`src/rtl/ir_pkg.sv`:
```
// Shared NEC IR definitions: FSM encoding and frame timing in 1 us clk cycles.
// Imported by the transmitter and the IR receiver.
package ir_pkg;

    typedef enum logic [2:0] {
        ST_IDLE       = 3'd0,
        ST_LEAD_MARK  = 3'd1,
        ST_LEAD_SPACE = 3'd2,
        ST_BIT_MARK   = 3'd3,
        ST_BIT_SPACE  = 3'd4,
        ST_STOP_MARK  = 3'd5
    } ir_state_t;

    localparam int DUR_W     = 14;
    localparam int BIT_CNT_W = 6;
    localparam int CAR_CNT_W = 5;

    localparam logic [DUR_W-1:0] LEAD_MARK_CYC  = 14'd9000;
    localparam logic [DUR_W-1:0] LEAD_SPACE_CYC = 14'd4500;
    localparam logic [DUR_W-1:0] BIT_MARK_CYC   = 14'd560;
    localparam logic [DUR_W-1:0] ZERO_SPACE_CYC = 14'd560;
    localparam logic [DUR_W-1:0] ONE_SPACE_CYC  = 14'd1690;
    localparam logic [DUR_W-1:0] STOP_MARK_CYC  = 14'd560;
    localparam int               FRAME_BITS     = 32;

    function automatic logic is_mark(input ir_state_t s);
        return (s == ST_LEAD_MARK) || (s == ST_BIT_MARK) || (s == ST_STOP_MARK);
    endfunction

    // IDLE has no timed exit; 1 keeps the terminal-count compare from underflowing.
    function automatic logic [DUR_W-1:0] state_duration(input ir_state_t s, input logic bit_val);
        logic [DUR_W-1:0] d;
        case (s)
            ST_LEAD_MARK:  d = LEAD_MARK_CYC;
            ST_LEAD_SPACE: d = LEAD_SPACE_CYC;
            ST_BIT_MARK:   d = BIT_MARK_CYC;
            ST_BIT_SPACE:  d = bit_val ? ONE_SPACE_CYC : ZERO_SPACE_CYC;
            ST_STOP_MARK:  d = STOP_MARK_CYC;
            default:       d = 14'd1;
        endcase
        return d;
    endfunction

endpackage

```
`src/rtl/ir_carrier.sv`:
```
// IR carrier generator: square wave starting high, held at 0 while disabled.
// enable is the envelope of the coming cycle, so carrier lines up with a registered envelope.
module ir_carrier #(
    parameter int CARRIER_HALF = 13
) (
    input  logic clk,
    input  logic rst_n,
    input  logic enable,
    output logic carrier
);
    import ir_pkg::*;

    localparam logic [CAR_CNT_W-1:0] HALF = CAR_CNT_W'(CARRIER_HALF);
    localparam logic [CAR_CNT_W-1:0] LAST = CAR_CNT_W'(2 * CARRIER_HALF - 1);

    logic [CAR_CNT_W-1:0] r_cnt;
    logic                 r_carrier;

    // Holding the phase at 0 while disabled restarts every mark high.
    always_ff @(posedge clk or negedge rst_n) begin
        if (!rst_n) begin
            r_cnt     <= '0;
            r_carrier <= 1'b0;
        end else if (!enable) begin
            r_cnt     <= '0;
            r_carrier <= 1'b0;
        end else begin
            r_carrier <= (r_cnt < HALF);
            r_cnt     <= (r_cnt == LAST) ? '0 : r_cnt + 1'b1;
        end
    end

    assign carrier = r_carrier;

endmodule

```
`src/rtl/ir_tx_module.sv`:
```
// NEC IR transmitter: leader, 32 payload bits LSB first, stop mark.
// Handshake: start is taken only when busy=0 (including the done cycle); addr/code are captured on that edge.
module ir_tx_module
    import ir_pkg::*;
#(
    parameter int CARRIER_HALF = 13,
    parameter int CARRIER_EN   = 1
) (
    input  logic       clk,
    input  logic       rst_n,
    input  logic       start,
    input  logic [7:0] addr,
    input  logic [7:0] code,
    output logic       busy,
    output logic       done,
    output logic       ir_env,
    output logic       ir_out,
    output ir_state_t  o_state
);

    ir_state_t              r_state;
    ir_state_t              w_next_state;
    logic [DUR_W-1:0]       r_dur_cnt;
    logic [BIT_CNT_W-1:0]   r_bit_cnt;
    logic [FRAME_BITS-1:0]  r_shift;
    logic                   r_env;
    logic                   r_busy;
    logic                   r_done;
    logic [DUR_W-1:0]       w_dur;
    logic                   w_term;
    logic                   w_accept;
    logic                   w_last_bit;
    logic                   w_env_next;
    logic                   w_carrier;

    always_ff @(posedge clk or negedge rst_n) begin
        if (!rst_n) r_state <= ST_IDLE;
        else        r_state <= w_next_state;
    end

    always_comb begin
        w_next_state = r_state;
        w_dur        = state_duration(r_state, r_shift[0]);
        w_term       = (r_dur_cnt == (w_dur - 14'd1));
        w_accept     = (r_state == ST_IDLE) && start;
        w_last_bit   = (r_bit_cnt == BIT_CNT_W'(FRAME_BITS - 1));
        case (r_state)
            ST_IDLE:       if (start)  w_next_state = ST_LEAD_MARK;
            ST_LEAD_MARK:  if (w_term) w_next_state = ST_LEAD_SPACE;
            ST_LEAD_SPACE: if (w_term) w_next_state = ST_BIT_MARK;
            ST_BIT_MARK:   if (w_term) w_next_state = ST_BIT_SPACE;
            ST_BIT_SPACE:  if (w_term) w_next_state = w_last_bit ? ST_STOP_MARK : ST_BIT_MARK;
            ST_STOP_MARK:  if (w_term) w_next_state = ST_IDLE;
            default:                   w_next_state = ST_IDLE;
        endcase
        w_env_next = is_mark(w_next_state);
    end

    // Outputs are registered from the next state so they change cleanly on the edge.
    always_ff @(posedge clk or negedge rst_n) begin
        if (!rst_n) begin
            r_dur_cnt <= '0;
            r_bit_cnt <= '0;
            r_shift   <= '0;
            r_env     <= 1'b0;
            r_busy    <= 1'b0;
            r_done    <= 1'b0;
        end else begin
            r_env  <= w_env_next;
            r_busy <= (w_next_state != ST_IDLE);
            r_done <= (r_state == ST_STOP_MARK) && w_term;

            if (w_next_state != r_state)  r_dur_cnt <= '0;
            else if (r_state != ST_IDLE)  r_dur_cnt <= r_dur_cnt + 1'b1;

            if (w_accept) begin
                r_shift   <= {~code, code, ~addr, addr};
                r_bit_cnt <= '0;
            end else if ((r_state == ST_BIT_SPACE) && w_term) begin
                r_shift   <= r_shift >> 1;
                r_bit_cnt <= r_bit_cnt + 1'b1;
            end
        end
    end

    ir_carrier #(
        .CARRIER_HALF(CARRIER_HALF)
    ) u_carrier (
        .clk    (clk),
        .rst_n  (rst_n),
        .enable (w_env_next),
        .carrier(w_carrier)
    );

    // The carrier is already forced low outside marks, so it is the gated LED drive.
    assign ir_out  = (CARRIER_EN != 0) ? w_carrier : r_env;
    assign ir_env  = r_env;
    assign busy    = r_busy;
    assign done    = r_done;
    assign o_state = r_state;

endmodule

```
`config.mk`:
```
export PLATFORM = sky130hd
export DESIGN_NAME = ir_tx_module
export DESIGN_NICKNAME = d
export VERILOG_FILES = /design/src/rtl/ir_pkg.sv /design/src/rtl/ir_carrier.sv /design/src/rtl/ir_tx_module.sv
export SDC_FILE = /design/constraint.sdc
export NUM_CORES = 1
export LEC_CHECK = 0
export ABC_AREA = 1
export CELL_PAD_IN_SITES_DETAIL_PLACEMENT = 0
export CELL_PAD_IN_SITES_GLOBAL_PLACEMENT = 1
export CORE_ASPECT_RATIO = 1.2
export CORE_MARGIN = 4
export CORE_UTILIZATION = 44
export DETAILED_ROUTE_END_ITERATION = 7
export PLACE_DENSITY_LB_ADDON = 0.25
export SLEW_MARGIN = 0
export SYNTH_ARGS = -nofsm -noshare
export SYNTH_HDL_FRONTEND = slang
export SYNTH_HIERARCHICAL = 1
export SYNTH_SLANG_ARGS = --single-unit
```
`constraint.sdc`:
```
create_clock -name clk -period 2.5 [get_ports clk]
set_input_delay 0.375 -clock clk [delete_from_list [all_inputs] [get_ports clk]]
set_output_delay 0.375 -clock clk [all_outputs]
set_load 0.02 [all_outputs]
```
==> results of run 1 <==
worst max-delay path, stage by stage, from the launching register on:
cell,delay [ns]
dfrtp_2,0.49
nor2_4,0.16
nand2_2,0.13
nand2_1,0.12
nand2_1,0.06
nand2_1,0.05
nand2_1,0.07
nor2_4,0.14
nand3_2,0.14
inv_2,0.13
nand2_4,0.11
nand2_4,0.15
inv_2,0.16
a22o_1,0.22
per-layer routing:
metal | routed length [um] | share of wire
met1 | 3540 | 0.45
met2 | 3900 | 0.50
met3 | 190 | 0.024
met4 | 197 | 0.025
met5 | 0 | 0
sequential cells by signal, indices dropped and copies added (netlist names):
register / flops
busy: 1
done: 1
r_bit_cnt: 6
ir_env: 1
o_state: 3
u_carrier/carrier: 1
r_shift: 32
u_carrier/r_cnt: 5
r_dur_cnt: 14
how the worst min path moves through the flow:
stage,slack (ns),to,cells past startpoint
floorplan,0.08,busy$_DFF_PN0_,0
global placement,0.46,u_carrier/carrier$_DFF_PN0_,1
detailed placement,0.46,r_bit_cnt[5]$_DFFE_PN0P_,1
CTS,0.23,r_shift[13]$_DFFE_PN0P_,2
global route,0.28,r_shift[13]$_DFFE_PN0P_,2
finish,0.20,r_dur_cnt[2]$_DFFE_PN0P_,2
what timing repair did:
action	4_1_cts	5_1_grt
gates resized for setup	0	10
hold buffers	0	0
endpoints found under the setup margin	0	27
setup buffers	0	3
hold endpoints to repair	0	0
cell usage in the layout (no fill, tap or decap), types with 4 or more instances in the layout:
master | Yosys | layout
nand3_1 | 37 | 37
inv_1 | 57 | 57
nand2_2 | 9 | 7
o221ai_1 | 11 | 11
nor2_4 | 1 | 4
nor3_1 | 8 | 8
buf_4 | 1 | 11
nor2_1 | 43 | 41
dfrtp_1 | 64 | 61
o21ai_1 | 4 | 4
o21ai_0 | 19 | 19
o211ai_1 | 13 | 13
nand4_1 | 18 | 18
ha_1 | 4 | 4
nand2_1 | 111 | 111
nand2_4 | 2 | 4
xor2_1 | 12 | 12
clkbuf_8 | 0 | 11
clkdlybuf4s50_1 | 0 | 24
inv_2 | 6 | 6
a21oi_1 | 5 | 5
cell type report:
| type | instances | area (um2) |
|---|---|---|
| timing repair buffer | 38 | 368 |
| fill | 747 | 3600 |
| clock buffer | 11 | 151 |
| tap | 92 | 115 |
| inverter | 64 | 240 |
| multi-input combinational | 317 | 1680 |
| sequential | 64 | 1610 |
| clock inverter | 5 | 38.8 |
power by group:
group	switching [mW]	leakage (nW)	total [mW]	internal [mW]
clock network	0.417	0.0963	0.838	0.421
registers	0.225	0.803	1.60	1.38
logic	0.596	1.18	1.05	0.452
total	1.24	2.08	3.49	2.25
metrics by stage:
stage | instances | worst slack (ns) | power, mW | area [um2]
floorplan | 461 | 0.377 | 2.37 | 3570
global placement | 572 | 0.213 | 2.63 | 3950
detailed placement | 572 | 0.144 | 2.65 | 3950
CTS | 588 | 0.112 | 3.51 | 4140
global route | 591 | 0.0197 | 3.80 | 4190
finish | 591 | 0.243 | 3.49 | 4190
cells by family after synthesis:
logic type | after synthesis
compound gates | 59
buf+inv | 80
fa+ha+maj | 4
flops | 64
simple gates | 240
xor+xnor | 14
==> flow_summary.json, run 1 <==
{
  "yosysMostFrequentCell": "nand2_1",
  "grt.met1_usage": 0.219,
  "slew-limit-headroom": 0.463,
  "worstPathRequired_ns": 2.72,
  "drtAntennaViolNets": 0,
  "ys_seq_elements": 64,
  "drive_gt1_frac": 0.120,
  "rsz0062_at_grt": "false",
  "fmax_mhz": 443,
  "layout_min_cycle_time_ns": 2.26,
  "startpoint": "o_state[2]$_DFF_PN0_",
  "path_class": "flop to flop",
  "die-area_um2": 9620,
  "critPathCapture": "r_bit_cnt[1]$_DFFE_PN0P_",
  "nets": 517,
  "synth_edf_count": 0,
  "cap_violations": 0,
  "drc": 0,
  "use_met2": 0.302,
  "synth_adder_area_share": 0.0140,
  "yosysTopAreaCell": "dfrtp_1",
  "synth_area_leaders": "dfrtp_1, nand2_1, inv_1",
  "ir_worst_vdd_v": 0.000472,
  "antenna_found_initial": 0,
  "synth-compound-area-share": 0.109,
  "yosys_warnings": 6,
  "r2r-start": "o_state[2]$_DFF_PN0_",
  "utilization": 0.538,
  "outcome": "complete, no violations",
  "worstMarginPinSlew_ns": 0.805,
  "drt-total-wl_mm": 7.82,
  "wl_per_cell_um": 13.2,
  "antenna_cells": 0,
  "leakagePower_nw": 2.08,
  "drv_slew": 0,
  "hold_viol": 0,
  "r2r_end": "r_bit_cnt[1]$_DFFE_PN0P_",
  "yosysUniqueCellTypes": 35,
  "htreeDepth": 3,
  "fin_setup_tns_ns": 0,
  "grt_max_degree": 65,
  "cp-start-kind": "flop",
  "critPathMaxFanout": 16,
  "ios": 26,
  "die_x_um": 90.2,
  "die_h_um": 107,
  "setup_viol": 0,
  "cts_root_buf": "clkbuf_8",
  "rows": 35,
  "reg2regPathDepth": 13,
  "synth_top_family_by_area": "simple AND/OR/NAND/NOR gates",
  "synth_xor_area_frac": 0.0344,
  "whs_ns": 0.197,
  "finClkSkew_ns": 0.0102,
  "syn_to_final_growth_pct": 17.5,
  "clockBufferDepth": 2,
  "num_vias": 3104,
  "synth_nets": 484,
  "cp_data_arrival_time_ns": 2.48,
  "drtIter0Drc": 111,
  "p_per_area_nw_per_um2": 832,
  "ys.flop_type": "dfrtp_1",
  "ys_top_cells_by_count": "nand2_1, dfrtp_1, inv_1, nor2_1, nand3_1",
  "synth.top_cell.area_share": 0.449,
  "vias_per_cell": 5.25,
  "grt_pass1_vias": 3050,
  "drtPass1Iterations": 4,
  "gp_congestion": 0.892,
  "yosysSeqAreaShare": 0.449,
  "portBuffers": 25,
  "grt_usage": 0.176,
  "insertion_delay_ns": 0.34,
  "worst_setup_path_end_kind": "flop",
  "place_hpwl_mm": 5.65,
  "floorplan.initialDensity": 0.458,
  "synthSimpleGateAreaFrac": 0.304,
  "avgSynthCellArea_um2": 7.74,
  "use_met3": 0.0379,
  "grt_overflow_total": 0,
  "numCtsBuffers": 9,
  "cts_tree": "built",
  "synthCells": 461,
  "synthMuxAreaShare": 0,
  "async_flop_share": 1.00,
  "top_usage_layer": "met2",
  "syn_area_um2": 3570,
  "timing.final.crit_share": 0.903,
  "rrSetupSlack_ns": 0.24,
  "hp-class": "input pin to async pin",
  "cts_sinks": 64,
  "coreArea_um2": 7790,
  "clk_pin_slew_ns": 0.07,
  "grt_pass1_wl_mm": 14.0
}
Note: power is estimated with default switching activity, not from simulation.
==> run 2: changes to the inputs <==
--- a/config.mk
+++ b/config.mk
@@ -15,2 +15,3 @@
 export PLACE_DENSITY_LB_ADDON = 0.25
+export SKIP_LAST_GASP = 1
 export SLEW_MARGIN = 0
--- a/constraint.sdc
+++ b/constraint.sdc
@@ -3,2 +3,2 @@
 set_output_delay 0.375 -clock clk [all_outputs]
-set_load 0.02 [all_outputs]
+set_load 0.05 [all_outputs]
==> results of run 2 <==
The final DEF is identical to that of run 1. Status: complete, no violations.
Among the figures that moved: total power 3.49 mW -> 3.53 mW
==> run 3: changes to the inputs <==
- CTS_BUF_LIST: default -> sky130_fd_sc_hd__clkbuf_8 sky130_fd_sc_hd__clkbuf_16
==> results of run 3 <==
The final DEF is identical to that of run 1. Status: complete, no violations.
Among the figures that moved: total power 3.49 mW -> 3.53 mW
==> variant, RTL diff (settings of run 1) <==
The parameter `CARRIER_EN` goes from 1 to 0.
--- a/src/rtl/ir_tx_module.sv
+++ b/src/rtl/ir_tx_module.sv
@@ -6,3 +6,3 @@
     parameter int CARRIER_HALF = 13,
-    parameter int CARRIER_EN   = 1
+    parameter int CARRIER_EN   = 0
 ) (
Check against the original RTL: no difference found for any inputs over 10 cycles, from zero or initial values and one cycle with rst_n low; that may be too few to reach the edited logic, so the function may still have changed.
==> variant against run 1 <==
Setup slack improved by 0.0016 ns. Wire length decreased by 0.33%. Total power decreased by 11%. Synthesized area decreased by 7.9%. Cell area decreased by 7.2%. Hold slack improved by 0.19 ns. Cell count decreased by 6.1%. Sequential cell count decreased by 6. Critical endpoint is now r_dur_cnt[0]. Largest cell class unchanged. Largest power group unchanged.
==> variant: results <==
[global_route]
grt_max_degree = 58
grt_first_pass_wirelength_mm = 13.2
grtUsageTotal_pct = 18.9
grt-ovfl-total = 0
grt_pass1_vias = 2859
use_met3_pct = 3.76
met2_usage_pct = 32.4
grt_use_met1_pct = 23.2

[routing]
first_iter_violations = 120
viasPerCell = 5.27
wl_per_cell_um = 14.0

[synth]
synth_nets = 449
ys_seq_area_share_pct = 44.1
synth.area.top_cells = dfrtp_1 (44%), nand2_1 (12%), inv_1 (6.1%), nand3_1 (5.2%), nor2_1 (3.9%)
synth_common_cells = nand2_1 (105), dfrtp_1 (58), inv_1 (53)
synthFlopType = dfrtp_1

[placement]
dp_hpwl_mm = 5.82
place_area_um2 = 3680

[power_and_ir_drop]
leakagePower_uw = 0.00193
irDropWorstVdd_v = 0.000448

[final_layout]
fillers = 748
multi_input_area_um2 = 1540
drive_gt1_share_pct = 11.8
nNetsFinal = 481

[sta]
tightest_slew_ns = 0.408

[clock_network]
numCtsBuffers = 9
clock_path_buffers = 2
post_cts_buffers = 0

[status]
status = finished, final reports clean

[setup_path]
critical_path_arrival_ns = 2.51
variant: changes by cell type in the layout (fill, tap and decap cells not counted), moves of 2 or more:
cell,run 1,this run
nand3_1,37,34
nor2_1,41,33
dfrtp_1,61,55
clkbuf_1,0,2
inv_1,57,53
ha_1,4,2
nand2_1,111,105
buf_4,11,9
nor2_4,4,2
inv_6,2,0
variant: power by group:
group	switching (uW)	leakage (uW)	internal, uW
sequential	174	0.000731	1230
clock	357	0.0000965	439
combinational	520	0.00110	374
total	1050	0.00193	2050
variant: what timing repair did:
| action | CTS | global route |
|---|---|---|
| hold endpoints to repair | 4 | 0 |
| resized for setup | 0 | 6 |
| setup endpoints to repair | 0 | 27 |
| hold buffers | 1 | 0 |
variant: cell families after synthesis:
| group | Yosys count | synth area share [%] |
|---|---|---|
| adders and majority gates | 2 | 0.761 |
| and+or+nand+nor | 220 | 30.4 |
| AOI/OAI and AO/OA | 58 | 11.7 |
| buffers and inverters | 77 | 9.55 |
| xor gates and xnor gates | 13 | 3.46 |
| DFF | 58 | 44.1 |
variant: through the flow:
step,total power [uW],instances,worst slack [ns],hold slack (ns)
after floorplan,2070,428,0.377,0.0794
after global placement,2300,538,0.179,0.202
after detailed placement,2320,538,0.122,0.201
after CTS,3130,555,0.112,0.370
after global routing,3350,555,0.0244,0.377
final,3100,555,0.245,0.383
variant: layout make-up:
type                    instances  area share [%]
inverters                      60            5.78
multi-input cells             293            39.4
clock buffers                  14            4.43
repair buffers                 38            9.83
clock inverters                 2           0.257
flip-flops and latches         58            37.4
well taps                      90            2.89
variant: final timing paths:
path                               from      endpoint  slack [ns]  cells past startpoint
hold reg to reg            r_bit_cnt[5]  r_bit_cnt[5]        0.47                      1
max in group asynchronous         rst_n    o_state[0]        1.49                      3
setup reg to reg             o_state[2]  r_dur_cnt[0]        0.24                     13
min in group clk           r_bit_cnt[5]  r_bit_cnt[5]        0.47                      1
setup / recovery             o_state[2]  r_dur_cnt[0]        0.24                     13
hold / removal                    rst_n          done        0.38                      2
variant: worst max-delay path, stage by stage, from the launching register on:
cell      delay [ns]
dfrtp_2         0.48
nor2_2          0.19
nand2_2         0.13
nand2_1         0.08
nand3_1         0.11
nor2_1          0.12
nand2_1         0.07
nor2_2          0.16
nand3b_1        0.10
nand2_1         0.10
nand3_1         0.09
nand2_2         0.23
nand2_2         0.16
nor3_1          0.14
variant: layer usage:
layer | share of wire [%] | vias to the layer above
met5 | 0 | -
met3 | 3.2 | 13
met4 | 2.0 | 0
met1 | 44 | 1378
li1 | - | 1475
met2 | 51 | 57
